==> src/rtl/sram_axi_bridge.sv <==
// Bridges the core's instruction- and data-SRAM request ports onto a single AXI master,
// one transaction at a time, data before instruction. stallreq freezes the core until both are served.
module sram_axi_bridge #(
  parameter logic [3:0] INST_ID = 4'd0,
  parameter logic [3:0] DATA_ID = 4'd1
) (
  input  logic        clk,
  input  logic        resetn,
  input  logic        inst_sram_en,
  input  logic [31:0] inst_sram_addr,
  output logic [31:0] inst_sram_rdata,
  input  logic        data_sram_en,
  input  logic [3:0]  data_sram_wen,
  input  logic [31:0] data_sram_addr,
  input  logic [31:0] data_sram_wdata,
  output logic [31:0] data_sram_rdata,
  output logic        stallreq,
  output logic [3:0]  arid,
  output logic [31:0] araddr,
  output logic [7:0]  arlen,
  output logic [2:0]  arsize,
  output logic [1:0]  arburst,
  output logic [1:0]  arlock,
  output logic [3:0]  arcache,
  output logic [2:0]  arprot,
  output logic        arvalid,
  input  logic        arready,
  input  logic [3:0]  rid,
  input  logic [31:0] rdata,
  input  logic [1:0]  rresp,
  input  logic        rlast,
  input  logic        rvalid,
  output logic        rready,
  output logic [3:0]  awid,
  output logic [31:0] awaddr,
  output logic [7:0]  awlen,
  output logic [2:0]  awsize,
  output logic [1:0]  awburst,
  output logic [1:0]  awlock,
  output logic [3:0]  awcache,
  output logic [2:0]  awprot,
  output logic        awvalid,
  input  logic        awready,
  output logic [3:0]  wid,
  output logic [31:0] wdata,
  output logic [3:0]  wstrb,
  output logic        wlast,
  output logic        wvalid,
  input  logic        wready,
  input  logic [3:0]  bid,
  input  logic [1:0]  bresp,
  input  logic        bvalid,
  output logic        bready
);

  localparam logic [2:0] IDLE = 3'd0;
  localparam logic [2:0] D_AR = 3'd1;
  localparam logic [2:0] D_R  = 3'd2;
  localparam logic [2:0] D_W  = 3'd3;
  localparam logic [2:0] D_B  = 3'd4;
  localparam logic [2:0] I_AR = 3'd5;
  localparam logic [2:0] I_R  = 3'd6;
  localparam logic [2:0] DONE = 3'd7;

  logic [2:0]  state, state_nxt;
  logic        data_done, inst_done;
  logic        data_done_nxt, inst_done_nxt;
  logic        aw_done, w_done;
  logic        dispatch, take_data, take_inst;
  logic [31:0] addr_q, wdata_q;
  logic [3:0]  wen_q;
  logic        pend_data, pend_inst;

  assign pend_data = data_sram_en & ~data_done;
  assign pend_inst = inst_sram_en & ~inst_done;
  assign stallreq  = (pend_data | pend_inst) & (state != DONE);

  // Completions and IDLE share one dispatcher, so a finished data access chains
  // straight into a pending fetch without passing through IDLE.
  // NOTE: every variable gets a default before the case so no path leaves it
  // unassigned; otherwise synthesis infers latches.
  always_comb begin
    state_nxt     = state;
    data_done_nxt = data_done;
    inst_done_nxt = inst_done;
    dispatch      = 1'b0;
    take_data     = 1'b0;
    take_inst     = 1'b0;
    case (state)
      IDLE: dispatch = 1'b1;
      D_AR: if (arready) state_nxt = D_R;
      D_R:  if (rvalid) begin data_done_nxt = 1'b1; dispatch = 1'b1; end
      D_W:  if ((aw_done | awready) & (w_done | wready)) state_nxt = D_B;
      D_B:  if (bvalid) begin data_done_nxt = 1'b1; dispatch = 1'b1; end
      I_AR: if (arready) state_nxt = I_R;
      I_R:  if (rvalid) begin inst_done_nxt = 1'b1; dispatch = 1'b1; end
      DONE: begin
        data_done_nxt = 1'b0;
        inst_done_nxt = 1'b0;
        state_nxt     = IDLE;
      end
      default: state_nxt = IDLE;
    endcase
    if (dispatch) begin
      if (data_sram_en & ~data_done_nxt) begin
        take_data = 1'b1;
        state_nxt = (|data_sram_wen) ? D_W : D_AR;
      end else if (inst_sram_en & ~inst_done_nxt) begin
        take_inst = 1'b1;
        state_nxt = I_AR;
      end else if (state != IDLE) begin
        state_nxt = DONE;
      end else begin
        state_nxt = IDLE;
      end
    end
  end

  // NOTE: sequential state uses non-blocking assignments so every register
  // samples pre-edge values and the update order inside the block is irrelevant.
  always_ff @(posedge clk) begin
    if (!resetn) begin
      state           <= IDLE;
      data_done       <= 1'b0;
      inst_done       <= 1'b0;
      aw_done         <= 1'b0;
      w_done          <= 1'b0;
      addr_q          <= 32'd0;
      wdata_q         <= 32'd0;
      wen_q           <= 4'd0;
      inst_sram_rdata <= 32'd0;
      data_sram_rdata <= 32'd0;
    end else begin
      state     <= state_nxt;
      data_done <= data_done_nxt;
      inst_done <= inst_done_nxt;
      if (take_data) begin
        addr_q  <= data_sram_addr;
        wdata_q <= data_sram_wdata;
        wen_q   <= data_sram_wen;
      end else if (take_inst) begin
        addr_q  <= inst_sram_addr;
        wen_q   <= 4'd0;
      end
      // AW and W retire independently; the flags only live while in D_W.
      if (state == D_W) begin
        if (awvalid & awready) aw_done <= 1'b1;
        if (wvalid & wready)   w_done  <= 1'b1;
      end else begin
        aw_done <= 1'b0;
        w_done  <= 1'b0;
      end
      if (state == D_R && rvalid) data_sram_rdata <= rdata;
      if (state == I_R && rvalid) inst_sram_rdata <= rdata;
    end
  end

  assign arvalid = (state == D_AR) | (state == I_AR);
  assign arid    = (state == I_AR) ? INST_ID : DATA_ID;
  assign araddr  = {addr_q[31:2], 2'b00};
  assign arlen   = 8'd0;
  assign arsize  = 3'd2;
  assign arburst = 2'b01;
  assign arlock  = 2'd0;
  assign arcache = 4'd0;
  assign arprot  = 3'd0;
  assign rready  = (state == D_R) | (state == I_R);

  assign awvalid = (state == D_W) & ~aw_done;
  assign awid    = DATA_ID;
  assign awaddr  = {addr_q[31:2], 2'b00};
  assign awlen   = 8'd0;
  assign awsize  = 3'd2;
  assign awburst = 2'b01;
  assign awlock  = 2'd0;
  assign awcache = 4'd0;
  assign awprot  = 3'd0;

  assign wvalid  = (state == D_W) & ~w_done;
  assign wid     = DATA_ID;
  assign wdata   = wdata_q;
  assign wstrb   = wen_q;
  assign wlast   = 1'b1;
  assign bready  = (state == D_B);

  // Response IDs/status are deliberately ignored.
  logic unused_ok;
  assign unused_ok = ^{rid, rresp, rlast, bid, bresp, addr_q[1:0]};

endmodule

==> config.mk <==
export PLATFORM = sky130hd
export DESIGN_NAME = sram_axi_bridge
export DESIGN_NICKNAME = d
export VERILOG_FILES = /design/src/rtl/sram_axi_bridge.sv
export SDC_FILE = /design/constraint.sdc
export NUM_CORES = 1
export LEC_CHECK = 0
export BUFFER_PORTS_ARGS = -buffer_cell sky130_fd_sc_hd__buf_2
export CAP_MARGIN = 25
export CORE_AREA = 2 2 148 150
export DETAILED_ROUTE_END_ITERATION = 8
export DIE_AREA = 0 0 150 152
export SLEW_MARGIN = 15
export SYNTH_ARGS = -nofsm -noshare
export SYNTH_HDL_FRONTEND = slang
export SYNTH_SLANG_ARGS = --single-unit
==> constraint.sdc <==
create_clock -name clk -period 1.74 [get_ports clk]
set_input_delay 0.174 -clock clk [delete_from_list [all_inputs] [get_ports clk]]
set_output_delay 0.174 -clock clk [all_outputs]
set_load 0.05 [all_outputs]
# Word level (Yosys, flattened, before mapping)
# Index checks and enable logic that the tools add are counted.
[totals]
register_bits = 139
latchBits = 0
ramBits = 0
romBits = 0
input_bits = 154
out_inout_bits = 227
wordCells = 79
n_memories = 0
[classes]
addsub = 0
n_mul = 0
n_div = 0
order_cmp = 0
n_eq_ne = 11
shifts = 0
n_mux = 27
n_bitwise = 21
n_reduce_logical = 10
[op_table]
columns = ["operator", "count"]
rows = [
  ["$mux W32", 2],
  ["$mux W3", 7],
  ["$eq A3 B3 Y1 const B", 4],
  ["$ne A3 B3 Y1 const B", 4],
  ["$pmux W3 S4", 1],
  ["$mux W1", 11],
  ["$and A1 B1 Y1", 10],
  ["$mux W4", 2],
  ["$eq A3 B2 Y1 const B", 2],
  ["$not A1 Y1", 6],
  ["$pmux W1 S3", 2],
  ["$or A1 B1 Y1", 5],
  ["$reduce_bool A5 Y1", 1],
  ["$reduce_and A4 Y1", 1],
  ["$reduce_or A4 Y1", 1],
  ["$eq A3 B1 Y1 const B", 1],
  ["$logic_not A3 Y1", 1],
  ["$reduce_bool A3 Y1", 1],
  ["$logic_and A1 B1 Y1", 2],
  ["$mux W2", 1],
  ["$pmux W1 S2", 1],
  ["$reduce_and A2 Y1", 1],
  ["$reduce_bool A2 Y1", 1],
  ["$reduce_or A2 Y1", 1],
]

# Longest topological paths before layout
[logic_depth]
word_depth = 9
mapped_depth = 8
mapped_depth_nobuf = 5

# Worst setup path before layout
# OpenSTA, ideal clock, no wires.
[synth_path]
path_type = "register -> register"
from = "register state[0]"
to = "register inst_sram_rdata[12]"
setup_time_ns = 0.070
arrival_ns = 2.142
slack_ns = -0.472
stages_incl_launch_ff = 8
path_buffers = 3
period_less_slack_ns = 2.212
cell_sequence = "dfxtp_1 -> buf_2 -> nor2b_1 -> and3_1 -> clkbuf_1 -> clkbuf_1 -> nand2_1 -> a21oi_1"
[synth_between]
elab_chain_len = 2
[synth_lines]
columns = ["item", "line", "rtl"]
rows = [
  ["start: declaration", "65", "logic [2:0] state, state_nxt;"],
  ["start signal: assignment", "134", "state <= state_nxt;"],
  ["$eq A3 B3 Y1", "154", "if (state == I_R && rvalid) inst_sram_rdata <= rdata;"],
  ["$logic_and A1 B1 Y1", "154", ""],
  ["end signal: assignment", "154", ""],
  ["end: declaration", "11", "output logic [31:0] inst_sram_rdata,"],
]
# No other way between the ends.
# A chain may end at the register's enable or synchronous reset.

# Worst setup path in the final report
[layout_path]
from = "register state[2]"
to = "register addr_q[17]"
[layout_between]
elab_chain_len = 8
[layout_lines]
columns = ["item", "line", "rtl"]
rows = [
  ["$eq A3 B3 Y1", "89", "case (state)"],
  ["$pmux W1 S2", "89", ""],
  ["$not A1 Y1", "108", "end else if (inst_sram_en & ~inst_done_nxt) begin"],
  ["$and A1 B1 Y1", "108", ""],
  ["$mux W1", "108", ""],
  ["$mux W1", "105", "if (data_sram_en & ~data_done_nxt) begin"],
  ["$mux W1", "104", "if (dispatch) begin"],
  ["$reduce_bool A2 Y1 (no source line)", "n/a", ""],
  ["end signal: assignment", "138", "addr_q <= data_sram_addr;"],
  ["end signal: assignment", "142", "addr_q <= inst_sram_addr;"],
  ["end: declaration", "70", "logic [31:0] addr_q, wdata_q;"],
]
# Several ways; a longest one is shown, not always the timed one.

==> impl_metrics.py <==
metrics = {
    "yosys": {
        "ys_ff_latch": 137,
        "synthFlopType": "dfxtp_1",
        "avgSynthCellArea_um2": 8.363,
        "synth_top_area_share_pct": 46.72,
        "synthArstFlopShare_pct": 0,
        "yosys_warnings": 0,
        "synth_area_leader_cell": "dfxtp_1",
        "yosysSeqAreaShare_pct": 46.72,
        "synth-edff-count": 0,
        "synth_area_leaders": "dfxtp_1, nand2_1, buf_4, a21oi_1, o21a_1",
        "netlist_area_um2": 5871,
        "syn_inst": 702,
        "ys_types": 35,
    },
    "clocking": {
        "cts-buffers-inserted": 17,
        "cts_tree": "built",
        "cts.htree.levels": 4,
        "clock-sinks": 137,
        "clk_path_buf_depth": 2,
        "worst_skew_pair.late_latency_ns": 0.42,
        "clk_pin_slew_worst_paths_ns": 0.06,
        "cts-root-buf": "clkbuf_16",
    },
    "timing": {
        "slew_viol_final": 0,
        "fmax_mhz": 539.2,
        "fin_crit_sh_pct": 106.6,
        "setup_viol": 67,
        "layout_min_cycle_time_ns": 1.855,
        "rsz0062_at_grt": "true",
        "whs_ns": 0.02778,
        "hold_viol_final": 0,
        "setup_slack_ns": -0.1147,
        "setup_tns_ns": -4.039,
        "skew_ns": 0.01163,
    },
    "run_status": {
        "violations": "negative setup slack",
        "outcome": "complete, but fails checks",
    },
    "die": {
        "placement_rows": 54,
        "die_w_um": 150,
        "core_area_um2": 21350,
        "start_util_pct": 27.50,
        "ios": 381,
        "die-height_um": 152,
        "design.die.area_um2": 22800,
    },
    "worst_setup_path": {
        "cp-startpoint": "state[2]",
        "cp-endpoint": "addr_q[17]",
        "cp.arrival_ns": 2.17,
        "worst-r2r-cell-count": 9,
        "cp_data_required_time_ns": 2.05,
        "rrSetupSlack_ns": -0.11,
        "regToRegStartpoint": "state[2]",
        "r2r-end": "addr_q[17]",
        "crit_type": "flop to flop",
        "worstSetupEndpointType": "flop",
        "start_kind": "flop",
        "critPathMaxFanout": 8,
    },
    "detailed_routing": {
        "ant_nets": 0,
        "routed_via_density": 4.387,
        "num_vias": 5979,
        "dr.pass1.iters": 5,
        "drt_iter0_drc": 278,
        "drc": 0,
        "wl_mm": 20.61,
        "drt-wirelength-per-cell_um": 15.12,
    },
    "placed_design": {
        "place.gp.congestion": 0.7987,
        "place.detailed.hpwl_mm": 12.58,
        "port_buffers": 303,
    },
    "power_and_ir_drop": {
        "power_frac_clock_pct": 20.6,
        "pwr-share-seq_pct": 25.4,
        "switchingPower_mw": 7.749,
        "switching_share_pct": 46.49,
        "p_int_mw": 8.920,
        "p_comb_share_pct": 54.0,
        "peakVddDrop_v": 0.0008921,
        "leakage_nw": 4.349,
        "p_per_area_nw_per_um2": 1788,
    },
    "global_routing": {
        "grt-busiest-layer": "met2",
        "grt_util_met3_pct": 4.084,
        "grt_pass1_wl_mm": 29.19,
        "grt_use_met1_pct": 20.16,
        "grt_antenna_before_repair": 0,
        "grtUsageTotal_pct": 16.15,
        "grt.met2_usage_pct": 26.92,
        "first_global_vias": 5499,
        "grt_overflow": 0,
        "grt_max_degree": 67,
    },
    "final_layout": {
        "antenna_cells": 0,
        "nets": 1224,
        "layout_common_cells": "buf_2, nand2_1, dfxtp_1, a21oi_1, dlygate4sd3_1",
        "final_core_util_pct": 43.67,
        "final_common_cell": "buf_2",
        "syn_to_final_growth_pct": 58.82,
        "drive_gt1_share_pct": 40.44,
    },
    "worst_hold_path": {
        "hp-class": "primary input to flop",
    },
    "flow_run": {
        "drv_cap": 0,
    },
}
## critical path, cell delays in order (launching register included)
cell and delay (ns):
dfxtp_4 0.36, buf_6 0.12, nor4bb_4 0.36, nor4_4 0.10, nand2_2 0.10, buf_6 0.11, a21boi_4 0.05, buf_12 0.15
clkbuf_16 0.16, o221a_2 0.24
## registers in the layout, indices dropped and copies added, names as in the netlist
name	count
inst_sram_rdata	32
data_done	1
state	3
aw_done	1
wdata	32
addr_q	30
w_done	1
wstrb	4
inst_done	1
data_sram_rdata	32
## per-stage QoR
step	cell area (µm²)	worst slack (ns)	instances	power (mW)
2_1_floorplan	6097	-0.1613	760	10.07
3_3_place_gp	7403	-0.1009	1234	11.47
3_5_place_dp	7403	-0.1286	1234	11.50
4_1_cts	8942	-0.07490	1351	15.83
5_1_grt	9324	-0.1836	1363	17.46
6_report	9324	-0.1147	1363	16.67
## repair_timing
action,CTS,global route
setup buffers,11,3
endpoints found under the setup margin,44,89
cloned,5,12
pin swaps,4,9
gates resized for setup,29,30
hold buffers,69,0
endpoints found under the hold margin,96,0
## cell families (layout without fill, tap and decap cells)
group	after synthesis	after routing	share of synthesized area, %
other	2	60	0.1279
AOI/OAI and AO/OA	178	178	20.46
DFF	137	137	46.72
buffers and inverters	144	467	15.84
and+or+nand+nor	241	241	16.86
## power groups by stage
stage	registers, mW	logic [mW]	clock network (mW)
2_1_floorplan	6.21	3.86	0
3_3_place_gp	4.25	7.22	0
3_5_place_dp	4.26	7.24	0
4_1_cts	4.21	8.08	3.55
5_1_grt	4.32	9.45	3.69
6_report	4.23	9.00	3.44
## synth_stat cells, types with 2 or more instances
| cell | number |
|---|---|
| dfxtp_1 | 137 |
| nand2b_1 | 3 |
| clkbuf_1 | 30 |
| a31oi_1 | 3 |
| nand3_1 | 8 |
| nor2_1 | 9 |
| and3_1 | 4 |
| buf_4 | 96 |
| buf_6 | 2 |
| nor3_1 | 4 |
| buf_2 | 11 |
| nor2b_1 | 4 |
| nand2_1 | 203 |
| o221a_1 | 10 |
| conb_1 | 2 |
| inv_1 | 4 |
| o21a_1 | 31 |
| o221a_2 | 20 |
| o21ai_0 | 8 |
| a21oi_1 | 98 |
## routing by layer
metal / up-vias / wire length [µm]
met5: - / 0
met4: 0 / 357
met3: 26 / 1115
met2: 218 / 10200
met1: 2792 / 8934
li1: 2943 / -
## layout make-up
class / count / area (µm²)
fillers: 2107 / 12030
repair buffers: 431 / 3063
flip-flops and latches: 137 / 2751
multi-input cells: 479 / 2585
clock buffers: 21 / 460.4
well taps: 280 / 350.3
clock inverters: 11 / 97.59
inverters: 4 / 16.27
## how the worst min path moves through the flow
stage / startpoint / to / slack [ns] / cells after the start
2_1_floorplan: awready / aw_done / 0.30 / 2
3_3_place_gp: data_sram_wen[0] / wstrb[0] / 0.41 / 3
3_5_place_dp: data_sram_wen[2] / wstrb[2] / 0.41 / 3
4_1_cts: awready / aw_done / 0.003 / 3
5_1_grt: inst_sram_addr[16] / addr_q[16] / 0.01 / 2
6_report: awready / aw_done / 0.03 / 3
Power figures use the tool's default switching activity.
